==> src/rtl/numdisp_pkg.sv <==
// Shared types and constants for the number display scheduler.
package numdisp_pkg;

    typedef enum logic {IDLE = 1'b0, SHOW = 1'b1} state_t;

    localparam int CX_DEF = 320;
    localparam int CY_DEF = 240;
    localparam int HOLD_W = 8;
    localparam int SLOT_W = 3;

endpackage

==> src/rtl/rr_pick.sv <==
// Round-robin pick: next set request strictly after i_cur, wrapping to 0.
// i_cur itself is found last, so a lone requester is re-granted.
module rr_pick
    import numdisp_pkg::*;
#(
    parameter int NSLOTS = 4
) (
    input  logic [NSLOTS-1:0] i_req,
    input  logic [SLOT_W-1:0] i_cur,
    output logic [SLOT_W-1:0] o_next,
    output logic              o_any
);

    logic [2*NSLOTS-1:0] w_dbl;
    logic [NSLOTS-1:0]   w_rot;
    int                  w_off;

    // Bit j of w_rot is slot (i_cur + 1 + j) mod NSLOTS.
    assign w_dbl = {i_req, i_req} >> ({1'b0, i_cur} + 4'd1);
    assign w_rot = w_dbl[NSLOTS-1:0];
    assign o_any = |i_req;

    always_comb begin
        w_off = 0;
        for (int j = NSLOTS - 1; j >= 0; j--) begin
            if (w_rot[j]) w_off = j;
        end
    end

    assign o_next = SLOT_W'((int'(i_cur) + 1 + w_off) % NSLOTS);

endmodule

==> src/rtl/number_display_scheduler.sv <==
// Frame-synchronous scheduler sharing one 4-digit renderer between NSLOTS requesters.
// Optional NUMBER_SCHED_FREEZE_EN adds a freeze input that pauses hold countdown and switching.
module number_display_scheduler
    import numdisp_pkg::*;
#(
    parameter int NSLOTS      = 4,
    parameter int HOLD_FRAMES = 60,
    parameter int CX          = CX_DEF,
    parameter int CY          = CY_DEF
) (
    input  logic                 clk,
    input  logic                 rst,
    input  logic                 frame_start,
`ifdef NUMBER_SCHED_FREEZE_EN
    input  logic                 freeze,
`endif
    input  logic [NSLOTS-1:0]    req,
    input  logic [16*NSLOTS-1:0] value,
    output logic [NSLOTS-1:0]    ack,
    output logic [15:0]          number,
    output logic [10:0]          cx,
    output logic [10:0]          cy,
    output logic [2:0]           slot,
    output logic                 blank
);

    state_t              r_state;
    logic [SLOT_W-1:0]   r_slot;
    logic [HOLD_W-1:0]   r_hold;
    logic [15:0]         r_number;
    logic [NSLOTS-1:0]   r_ack;

    logic                w_freeze;
    logic [SLOT_W-1:0]   w_cur;
    logic [SLOT_W-1:0]   w_next;
    logic                w_any;
    logic [15:0]         w_cur_val;
    logic [15:0]         w_next_val;
    logic                w_cur_req;
    logic [NSLOTS-1:0]   w_next_oh;

`ifdef NUMBER_SCHED_FREEZE_EN
    assign w_freeze = freeze;
`else
    assign w_freeze = 1'b0;
`endif

    // From IDLE, searching after the last slot yields the lowest-index requester.
    assign w_cur = (r_state == IDLE) ? SLOT_W'(NSLOTS - 1) : r_slot;

    rr_pick #(.NSLOTS(NSLOTS)) u_rr_pick (
        .i_req  (req),
        .i_cur  (w_cur),
        .o_next (w_next),
        .o_any  (w_any)
    );

    always_comb begin
        w_cur_val  = '0;
        w_next_val = '0;
        w_cur_req  = 1'b0;
        w_next_oh  = '0;
        for (int i = 0; i < NSLOTS; i++) begin
            if (r_slot == SLOT_W'(i)) begin
                w_cur_val = value[16*i +: 16];
                w_cur_req = req[i];
            end
            if (w_next == SLOT_W'(i)) begin
                w_next_val   = value[16*i +: 16];
                w_next_oh[i] = 1'b1;
            end
        end
    end

    always_ff @(posedge clk) begin
        if (!rst) begin
            r_state  <= IDLE;
            r_slot   <= '0;
            r_hold   <= '0;
            r_number <= '0;
            r_ack    <= '0;
        end else begin
            r_ack <= '0;
            if (frame_start) begin
                if (r_state == SHOW && (w_freeze || r_hold != '0)) begin
                    if (!w_freeze) r_hold <= r_hold - 1'b1;
                    if (w_cur_req) r_number <= w_cur_val;
                end else if (w_any) begin
                    r_state  <= SHOW;
                    r_slot   <= w_next;
                    r_number <= w_next_val;
                    r_hold   <= HOLD_W'(HOLD_FRAMES - 1);
                    r_ack    <= w_next_oh;
                end else begin
                    r_state  <= IDLE;
                    r_slot   <= '0;
                    r_number <= '0;
                    r_hold   <= '0;
                end
            end
        end
    end

    assign ack    = r_ack;
    assign number = r_number;
    assign slot   = r_slot;
    assign blank  = (r_state == IDLE);
    assign cx     = 11'(CX);
    assign cy     = 11'(CY);

endmodule

==> config.mk <==
export PLATFORM = sky130hd
export DESIGN_NAME = number_display_scheduler
export DESIGN_NICKNAME = d
export VERILOG_FILES = /design/src/rtl/numdisp_pkg.sv /design/src/rtl/rr_pick.sv /design/src/rtl/number_display_scheduler.sv
export SDC_FILE = /design/constraint.sdc
export NUM_CORES = 1
export LEC_CHECK = 0
export CAP_MARGIN = 20
export CORE_ASPECT_RATIO = 1.25
export CORE_MARGIN = 4
export CORE_UTILIZATION = 30
export CTS_CLUSTER_DIAMETER = 80
export DETAILED_ROUTE_END_ITERATION = 12
export PLACE_DENSITY_LB_ADDON = 0.12
export SYNTH_ARGS = -nofsm -noshare
export SYNTH_HDL_FRONTEND = slang
export SYNTH_SLANG_ARGS = --single-unit
==> constraint.sdc <==
create_clock -name clk -period 2 [get_ports clk]
set_input_delay 0.4 -clock clk [delete_from_list [all_inputs] [get_ports clk]]
set_output_delay 0.4 -clock clk [all_outputs]
set_load 0.05 [all_outputs]
==> results of run 1 <==
[how the worst min path moves through the flow]
| stage | from | end | slack, ns |
|---|---|---|---|
| 3_5_place_dp | r_hold[7] | r_hold[7] | 0.51 |
| 5_1_grt | r_hold[7] | r_hold[7] | 0.55 |
| 3_3_place_gp | r_hold[7] | r_hold[7] | 0.50 |
| 4_1_cts | r_hold[7] | r_hold[7] | 0.52 |
| 2_1_floorplan | r_hold[7] | r_hold[7] | 0.48 |
| 6_report | r_hold[7] | r_hold[7] | 0.52 |
[cells in the mapped netlist (3+ instances only)]
| library cell | instances |
|---|---|
| a21boi_0 | 13 |
| o21ai_0 | 39 |
| a31oi_1 | 14 |
| dfxtp_1 | 31 |
| mux4_2 | 16 |
| or3_1 | 3 |
| nor3_1 | 7 |
| o211ai_1 | 13 |
| buf_4 | 23 |
| buf_6 | 3 |
| xnor2_1 | 4 |
| a211o_1 | 3 |
| clkbuf_1 | 14 |
| inv_1 | 8 |
| o21ai_1 | 14 |
| nand3_1 | 31 |
| buf_2 | 10 |
| nor2b_1 | 3 |
| nor2_1 | 46 |
| nand2_1 | 26 |
| nand2b_1 | 4 |
| xor2_1 | 3 |
| a21oi_1 | 6 |
[cell families after synthesis]
kind of cell             Yosys count  synth area share [%]
AO/OA/AOI/OAI                    123                  27.5
XOR/XNOR                           7                  2.10
adder cells (fa/ha/maj)            2                 0.855
buffers and inverters             60                  11.8
flip-flops                        31                  21.2
multiplexers                      19                  13.4
other                              2                 0.257
AND/OR/NAND/NOR                  134                  22.8
[state kept, by name, summed over array words and instances (netlist names)]
register,cells
slot,2
r_state,1
r_hold,8
number,16
ack,4
[stage by stage]
step / hold slack (ns) / power (mW)
global route: 0.551 / 4.12
floorplan: 0.480 / 2.00
CTS: 0.525 / 3.76
global placement: 0.499 / 2.74
finish: 0.523 / 3.92
detailed placement: 0.506 / 2.75
[per-layer routing]
layer / global-route usage [%] / share of wire [%]
met3: 3.69 / 6.6
met2: 35.3 / 51
met1: 26.1 / 41
met4: 7.11 / 1.2
met5: 0 / 0
[where the power goes]
| part | switching, mW | internal, mW |
|---|---|---|
| registers | 0.0808 | 0.709 |
| clock network | 0.281 | 0.619 |
| logic | 1.20 | 1.03 |
[layout make-up]
class	count	area [sq um]	share of cell area (%)
Clock inverter	2	35.0	0.706
Multi-Input combinational cell	308	2270	45.7
Clock buffer	6	139	2.80
Inverter	8	30.0	0.605
Tap cell	126	158	3.18
Timing Repair Buffer	175	1710	34.4
Sequential cell	31	629	12.7
[worst reg2reg max path, cell delays in order, from the launching register on]
cell and delay [ns]:
dfxtp_4 0.38, and2b_4 0.21, buf_6 0.12, nor3_4 0.17
nor2_2 0.08, a311o_2 0.42, a211o_1 0.33, a31oi_1 0.18
nor2_1 0.07
[repair_timing]
action	in CTS	in global routing
gates resized for setup	35	36
cloned	2	2
pin swaps	8	21
setup buffers	2	8
endpoints found under the setup margin	27	27
==> metrics, run 1 <==
status finished, violations left; failing checks setup timing; WP buf/inv 1; fraction of registers with async set/reset 0%; post-DP HPWL 8.60 mm; Slew @ Worst Pin around 0.51 ns; Worst Path Max Fanout 7; setup_tns -0.0555 ns; CTS Hold Bufs 0; final worst setup slack -0.0527 ns; drt via density between 5 and 6; DP Cell Count about 640; Cell Pwr Density between 700 and 800 nW/um^2; CTS tree yes; max incr delay on CP ~0.42 ns; Worst Setup Path Type flip-flop to flip-flop; Port-buffer cells 93; r2r startpoint r_state; Horiz. Die Dim just under 100 microns; Cell variety after synth 56; initial DRC count 186; Top Ports between 100 and 150; WL/cell about 18 microns; Final Cycle Share 103%; EDFF count, synth 0; first-pass GRT wire length ~19 mm; critical path required time 2.17 ns; cells on worst reg2reg path 8; Hold Fails Final Rpt 0; peak supply drop 0.000410 V; Final Skew 0.00403 ns; Core ar. between 9000 and 10000 sq um; RePlAce Congestion between 0.8 and 0.9; die area roughly 11000 sq um; Netlist Area Pre-Place around 2900 sq um; DRC viols 0; final core occ between 50% and 60%; largest cells by area after synthesis dfxtp_1, mux4_2, o21ai_0; Final Instance Area slightly below 5000 sq um; area leader, netlist dfxtp_1; WP data arrival 2.22 ns; H-tree levels 2; Clock Latency Late Sink roughly 0.28 ns; Ys Warns 0; pin count of the biggest net entering global routing 26; max frequency slightly below 500 MHz; FF-to-FF End number[2]; number of global-route vias before repair 3594; share of post-route cells with drive strength above 1 between 30 and 40%; sequential area share after synthesis 21.2%; final wirelength ~12 mm; CP Cell Sequence and2b_4 > buf_6 > nor3_4 > nor2_2 > a311o_2 > a211o_1 > a31oi_1 > nor2_1; Die Y 118 microns; placed cell areas 4400 sq um; Final #Nets roughly 600; CP max-delay cell a311o_2; final setup fails 2; Slew Limit Fails 0; #FFs+latches synth 31; min cycle time layout between 2 and 2.5 ns; DP Worst Slack -0.690 ns; CP top delay family compound AO/OA/AOI/OAI gates; Levels on crit path 8; TritonCTS buffer count 5; initial antenna violation count 0; CP startpoint kind flip-flop; worst rel slew slack ~66%; FILL cells between 800 and 900; hold path depth 2; RSZ-0062 raised after global routing true; CTS clk-pin slew, worst paths 0.06 ns; most common cell after layout, fill and taps aside clkdlybuf4s50_1; Yosys top cell area share between 20% and 30%; Pleak about 1.9 nW; most frequent cells in the layout clkdlybuf4s50_1, buf_4, nor2_1; Worst Hold Class flip-flop to flip-flop; crit path launch r_state; Core Rows 40; DRT Pass-1 Iters 5; routed via count roughly 3500; CTS max path bufs 2; ANT nets after route 0; antenna fix cells 0; Worst setup EP type flip-flop; setup slack, reg-to-reg -0.05 ns; Syn Inst Count 378; GRT Overall Usage between 20% and 30%; Top FF cell, synth dfxtp_1; Root Buffer clkbuf_16; GR Overflow Total 0; CP endpoint number[2]; MaxCap Viol Count 0; post-synthesis average cell area 7.74 sq um; Initial Utilization between 30% and 40%; area delta synth->final 69.7%; Clock Sinks 31; Layout Cells excl Fill 656
Power figures use the tool's default switching activity.
==> run 2: changes to the inputs <==
--- a/config.mk
+++ b/config.mk
@@ -9,7 +9,7 @@
 export CORE_ASPECT_RATIO = 1.25
 export CORE_MARGIN = 4
 export CORE_UTILIZATION = 30
-export CTS_CLUSTER_DIAMETER = 80
+export CTS_CLUSTER_DIAMETER = 150
 export DETAILED_ROUTE_END_ITERATION = 12
 export PLACE_DENSITY_LB_ADDON = 0.12
 export SYNTH_ARGS = -nofsm -noshare
==> results of run 2 <==
No change in the layout: final DEF, timing and power equal those of run 1.
==> edit 1, RTL diff (settings of run 2) <==
Add a define of `NUMBER_SCHED_FREEZE_EN`.
--- a/src/rtl/number_display_scheduler.sv
+++ b/src/rtl/number_display_scheduler.sv
@@ -1,5 +1,7 @@
 // Frame-synchronous scheduler sharing one 4-digit renderer between NSLOTS requesters.
 // Optional NUMBER_SCHED_FREEZE_EN adds a freeze input that pauses hold countdown and switching.
+`define NUMBER_SCHED_FREEZE_EN
+
 module number_display_scheduler
     import numdisp_pkg::*;
 #(
Interface: changed (added freeze); port bits go from 117 to 118. No check against the original RTL was run, so the function may have changed too.
==> edit 1 against run 2 <==
  * The flow still finishes with violations (negative setup slack)
  * Setup slack worse by 0.18 ns
  * Worst hold slack better by 0.023 ns
  * Clock power down 4.0%
  * Power down 16%
  * Final area up 7.3%
  * Sequential cell count unchanged
  * Area after synthesis up 0.43%
  * Wire length down 5.2%
  * Synthesized cell count down 9.3%
==> edit 1: results (changes against run 2) <==
Synthesis
  • Warnings, synthesis: 0 (unchanged)
  • Ys flop type: dfxtp_1 (unchanged)
  • Syn avg cell area: 8.57 um2 (was 7.74 um2)
  • Register area share after synthesis: 21.1% (was 21.2%)
  • Netlist cell types: 54 (was 56)
  • FFs w/ async S/R, synth: 0% (unchanged)
  • Top cells by count, synth: dfxtp_1 (31), nor2_1 (31), buf_4 (25) (was nor2_1 (46), o21ai_0 (39), dfxtp_1 (31), nand3_1 (31), nand2_1 (26))
  • Main area contributors after synthesis: dfxtp_1 (21%), mux4_2 (13%), buf_4 (6.4%), nand2b_1 (4.3%), nor2_1 (4.0%) (was dfxtp_1 (21%), mux4_2 (12%), o21ai_0 (6.7%), buf_4 (5.9%), nor2_1 (5.9%))

Critical path
  • Worst Path Max Fanout: 4 (was 7)
  • CP max stage cell: or4_4 (was a311o_2)
  • Worst path max stage delay: 0.54 ns (was 0.42 ns)
  • Worst Path Arrival: 2.42 ns (was 2.22 ns)

Clocking
  • CTS buffer count: 5 (unchanged)
  • Clock buffer depth: 2 (unchanged)
  • Clock slew at reported path FFs: 0.06 ns (about the same)
  • Clock latency on the worst-skew pair: 0.28 ns (about the same)
  • H-tree Lvls: 2 (unchanged)
  • CTS root buf: clkbuf_16 (unchanged)

Timing
  • Final worst slack: -0.234 ns (was -0.0527 ns)
  • Setup TNS: -3.70 ns (was -0.0555 ns)
  • Clock skew after layout: 0.00760 ns (was 0.00403 ns)
  • Slew headroom: 66.2% (was 66.1%)
  • Finish-stage setup viols: 25 (was 2)

Place
  • Setup slack at placement: -0.723 ns (was -0.690 ns)
  • Placed cells: 610 (was 635)
  • Port-buffer cells: 94 (was 93)
  • Routability Congestion: 0.870 (was 0.873)
  • Detailed Place HPWL: 8110 um (was 8600 um)

Drt
  • Via Count: 3392 (was 3490)
  • Drt initial violations: 150 (was 186)
  • Detailed Routing Iterations Pass 1: 4 (was 5)
  • Post-DR vias/cell: 5.38 (was 5.32)
  • Total Wirelength: 11500 um (was 12100 um)

Global routing
  • First-pass GRT wire length: 17400 um (was 18700 um)
  • Vias in the first global route: 3602 (was 3594)
  • GR Util All Layers: 19.2% (was 20.8%)
  • Largest net degree at the start of global routing: 29 (was 26)
  • Initial antenna violation count: 0 (unchanged)

Cells and area
  • Diode count: 0 (unchanged)
  • Layout cell share with drive strength beyond 1: 38.7% (was 30.2%)
  • Fin nets: 576 (was 602)
  • Largest register FFs: 16 (unchanged)

Status
  • Status: complete, but fails checks (unchanged)
  • Failing checks: negative setup slack (unchanged)

Power and ir drop
  • Worst VDD drop: 0.376 mV (was 0.410 mV)
  • Static Leakage: 0.00195 uW (was 0.00188 uW)

Min path
  • Worst Hold Class: register to register (unchanged)
==> edit 1: cell count changes after synthesis, moves of 14 or more <==
cell,delta
o21ai_0,-21
or3_1,+15
nand2b_1,+16
nand3_1,-30
nor2b_1,+14
nor2_1,-15
==> edit 1: timing repair <==
item,in CTS,in global routing
resized for setup,46,39
pin swaps,13,15
setup buffers,5,6
setup endpoints to repair,29,30
gates cloned,1,2
==> edit 1: path summary, 6_finish.rpt <==
kind	from	cells after the start	endpoint	slack (ns)
worst max register to register	r_hold[7]	7	number[10]	-0.23
worst max-delay path	r_hold[7]	7	number[10]	-0.23
worst min register to register	r_hold[7]	2	r_hold[7]	0.55
worst min-delay path	r_hold[7]	2	r_hold[7]	0.55
==> edit 1: report_power, final <==
part	switching [uW]	internal [uW]	total (uW)
Combinational	903	792	1700
Clock	295	569	864
Sequential	44.6	681	725
Total	1240	2040	3290
==> edit 1: area by class of cell <==
class | instances | area, um2
clock inverter | 1 | 5.00
fill | 878 | 4280
clock buffer | 7 | 164
timing repair buffer | 181 | 1770
sequential | 31 | 633
inverter | 6 | 22.5
tap | 126 | 158
multi-input combinational | 278 | 2580
==> edit 1: worst max-delay path, delay by kind of cell (launching register included) <==
| kind | cells | cell delay, ns |
|---|---|---|
| DFF | 1 | 0.33 |
| buffers and inverters | 1 | 0.15 |
| AOI/OAI and AO/OA | 5 | 1.12 |
| and+or+nand+nor | 1 | 0.54 |
==> edit 1: cells by family (layout without fill, tap and decap cells) <==
group                    count (synthesis)  in the layout  share of synthesized area (%)
AND/OR/NAND/NOR                        117            117                           21.2
AO/OA/AOI/OAI                          115            115                           31.7
buffers and inverters                   55            195                           10.7
flip-flops                              31             31                           21.1
multiplexers                            19             19                           13.7
XOR/XNOR                                 3              3                          0.895
other                                    2             23                          0.256
adder cells (fa/ha/maj)                  1              1                          0.426
==> edit 1: through the flow <==
step | cell area, um2 | hold slack (ns) | util, %
after floorplan | 3130 | 0.439 | -
final | 5330 | 0.547 | 55.4
after global routing | 5330 | 0.591 | 55.4
after global placement | 4580 | 0.509 | 47.6
after CTS | 5040 | 0.555 | 52.5
after detailed placement | 4580 | 0.541 | 47.6
==> edit 1: layer usage <==
layer | routed length (um) | vias to the layer above | global-route usage [%]
met4 | 150 | 0 | 4.30
met5 | 0 | - | 0
met3 | 613 | 15 | 3.88
met2 | 6140 | 108 | 34.5
li1 | - | 1586 | -
met1 | 4600 | 1683 | 22.9
==> edit 2, RTL diff (settings of run 2) <==
Made on the original files. Make the reset (`rst`) asynchronous in one clocked block.
--- a/src/rtl/number_display_scheduler.sv
+++ b/src/rtl/number_display_scheduler.sv
@@ -72,7 +72,7 @@
         end
     end
 
-    always_ff @(posedge clk) begin
+    always_ff @(posedge clk or negedge rst) begin
         if (!rst) begin
             r_state  <= IDLE;
             r_slot   <= '0;
Function: differs if rst is asserted again (counterexample within 4 cycles, from zero or initial values and one cycle with rst low); with rst held inactive, the same outputs for 10 cycles.
==> edit 2 against run 2 <==
  * The flow still finishes with violations (negative setup slack)
  * Largest cell class unchanged
  * Wire length is 22% lower
  * Die area is 1.4% lower
  * Highest routed layer unchanged
  * Via count decreased by 20%
  * Worst hold slack worse by 0.038 ns
  * Final area decreased by 7.2%
  * Maximum frequency down 1.9%
  * Area after synthesis is 1.5% lower
  * Setup slack worse by 0.039 ns
  * Non-clock buffer count fell by 26
  * First-iteration DRC count shrank 63%
  * Global-route usage fell by 3.9 points
  * Sequential cell count is the same
Power is not compared: it rests on default switching activity, and its combinational part moved more than twofold at a synthesized area within 25%.
==> edit 2: results (changes against run 2) <==
Power and ir drop
  • Sequential cell power: between 1000 and 1500 uW
  • Worst VDD drop: ~0.76 mV

Drt
  • Detailed Routing Iterations Pass 1: 4 (was 5)
  • Via Count: 2800 (was 3490)
  • Avg WL per Cell: 16.9 um (was 18.5 um)
  • Drt initial violations: 69 (was 186)
  • Total Wirelength: 9510 um (was 12100 um)

Global routing
  • Largest net degree at the start of global routing: 32 (was 26)
  • First-pass GRT wire length: 15200 um (was 18700 um)
  • Vias in the first global route: 3014 (was 3594)

Cells and area
  • Comb_multi_in: 243 (was 308)
  • Non-clock buffer share: 31.5% (was 34.4%)
  • Inverters: 9 (was 8)
  • Count of plain and timing-repair buffers: 149 (was 175)
  • # fillers: 898 (was 868)
  • Final clock-cell share: 3.77% (was 3.50%)
  • Fin nets: 512 (was 602)

Clocking
  • CTS root buf: clkbuf_16 (unchanged)

Timing
  • Final worst slack: -0.0918 ns (was -0.0527 ns)
  • Slew headroom: 64.3% (was 66.1%)
  • Clock skew after layout: 0.00896 ns (was 0.00403 ns)
  • Setup TNS: -1.29 ns (was -0.0555 ns)
  • Finish-stage setup viols: 16 (was 2)

Place
  • Total placed instance area: 0.00419 mm2 (was 0.00440 mm2)
  • Routability Congestion: 0.772 (was 0.873)
  • Detailed Place HPWL: 6810 um (was 8600 um)

Status
  • Status: complete, but fails checks (unchanged)
  • Failing checks: negative setup slack (unchanged)

Critical path
  • Worst Path Max Fanout: 15 (was 7)

Synthesis
  • Netlist cell types: 53 (was 56)
  • Cells after Synth: 303 (was 378)
  • Top cells by count, synth: dfrtp_1 (31), a21oi_1 (25), buf_4 (25) (was nor2_1 (46), o21ai_0 (39), dfxtp_1 (31), nand3_1 (31), nand2_1 (26))
  • Register area share after synthesis: 26.9% (was 21.2%)
  • Main area contributors after synthesis: dfrtp_1 (27%), mux4_2 (13%), buf_4 (6.5%), a21oi_1 (4.3%), o22ai_2 (4.3%) (was dfxtp_1 (21%), mux4_2 (12%), o21ai_0 (6.7%), buf_4 (5.9%), nor2_1 (5.9%))

Floorplanning
  • DIE WIDTH: 95.7 um (was 96.3 um)
## edit 2: changes by cell type after synthesis, sizes merged, moves of 15 or more
cell,before,now
nor2,47,11
dfrtp,0,31
dfxtp,31,0
nand3,32,4
a21oi,6,25
nor2b,3,19
o22ai,2,17
## edit 2: final timing paths
path | startpoint | endpoint | slack [ns] | cells after the start
worst max register to register | slot[0] | number[5] | -0.09 | 8
worst min-delay path | number[13] | number[13] | 0.49 | 2
worst max-delay path | slot[0] | number[5] | -0.09 | 8
max in group asynchronous | rst | slot[1] | 1.12 | 2
worst min register to register | number[13] | number[13] | 0.49 | 2
min in group asynchronous | rst | number[13] | 0.54 | 2
## edit 2: cells by family after synthesis
kind of cell / count (synthesis) / share of synthesized area [%]
fa+ha+maj: 2 / 0.868
simple gates: 76 / 14.2
other cells: 2 / 0.261
mux: 34 / 19.8
compound gates: 106 / 26.4
flops: 31 / 26.9
buf+inv: 52 / 11.5
## edit 2: worst max-delay path, cell delays in order (launching register included)
cell      delay, ns
dfrtp_2        0.46
nand2b_4       0.18
a2111o_1       0.42
mux2i_1        0.19
o311a_4        0.24
a31oi_4        0.09
buf_12         0.17
o22ai_2        0.16
o21ai_2        0.06
## edit 2: what timing repair did
action | 4_1_cts | 5_1_grt
buffers inserted | 6 | 5
setup endpoints to repair | 26 | 20
resized for setup | 33 | 14
gates cloned | 2 | 0
pin swaps | 2 | 4
## edit 2: per-layer routing
layer	vias up	share of wire, %	global-route usage [%]
met5	-	0	0
met4	0	1.2	3.56
met3	10	5.7	2.49
met2	96	53	31.6
met1	1349	40	19.9
li1	1345	-	-
## edit 2: per-stage QoR
stage	setup WS [ns]	power, uW
after floorplan	-0.124	4100
after global placement	-0.601	5590
after detailed placement	-0.634	5620
after CTS	-0.0780	6870
after global routing	-0.191	7410
final	-0.0918	6970
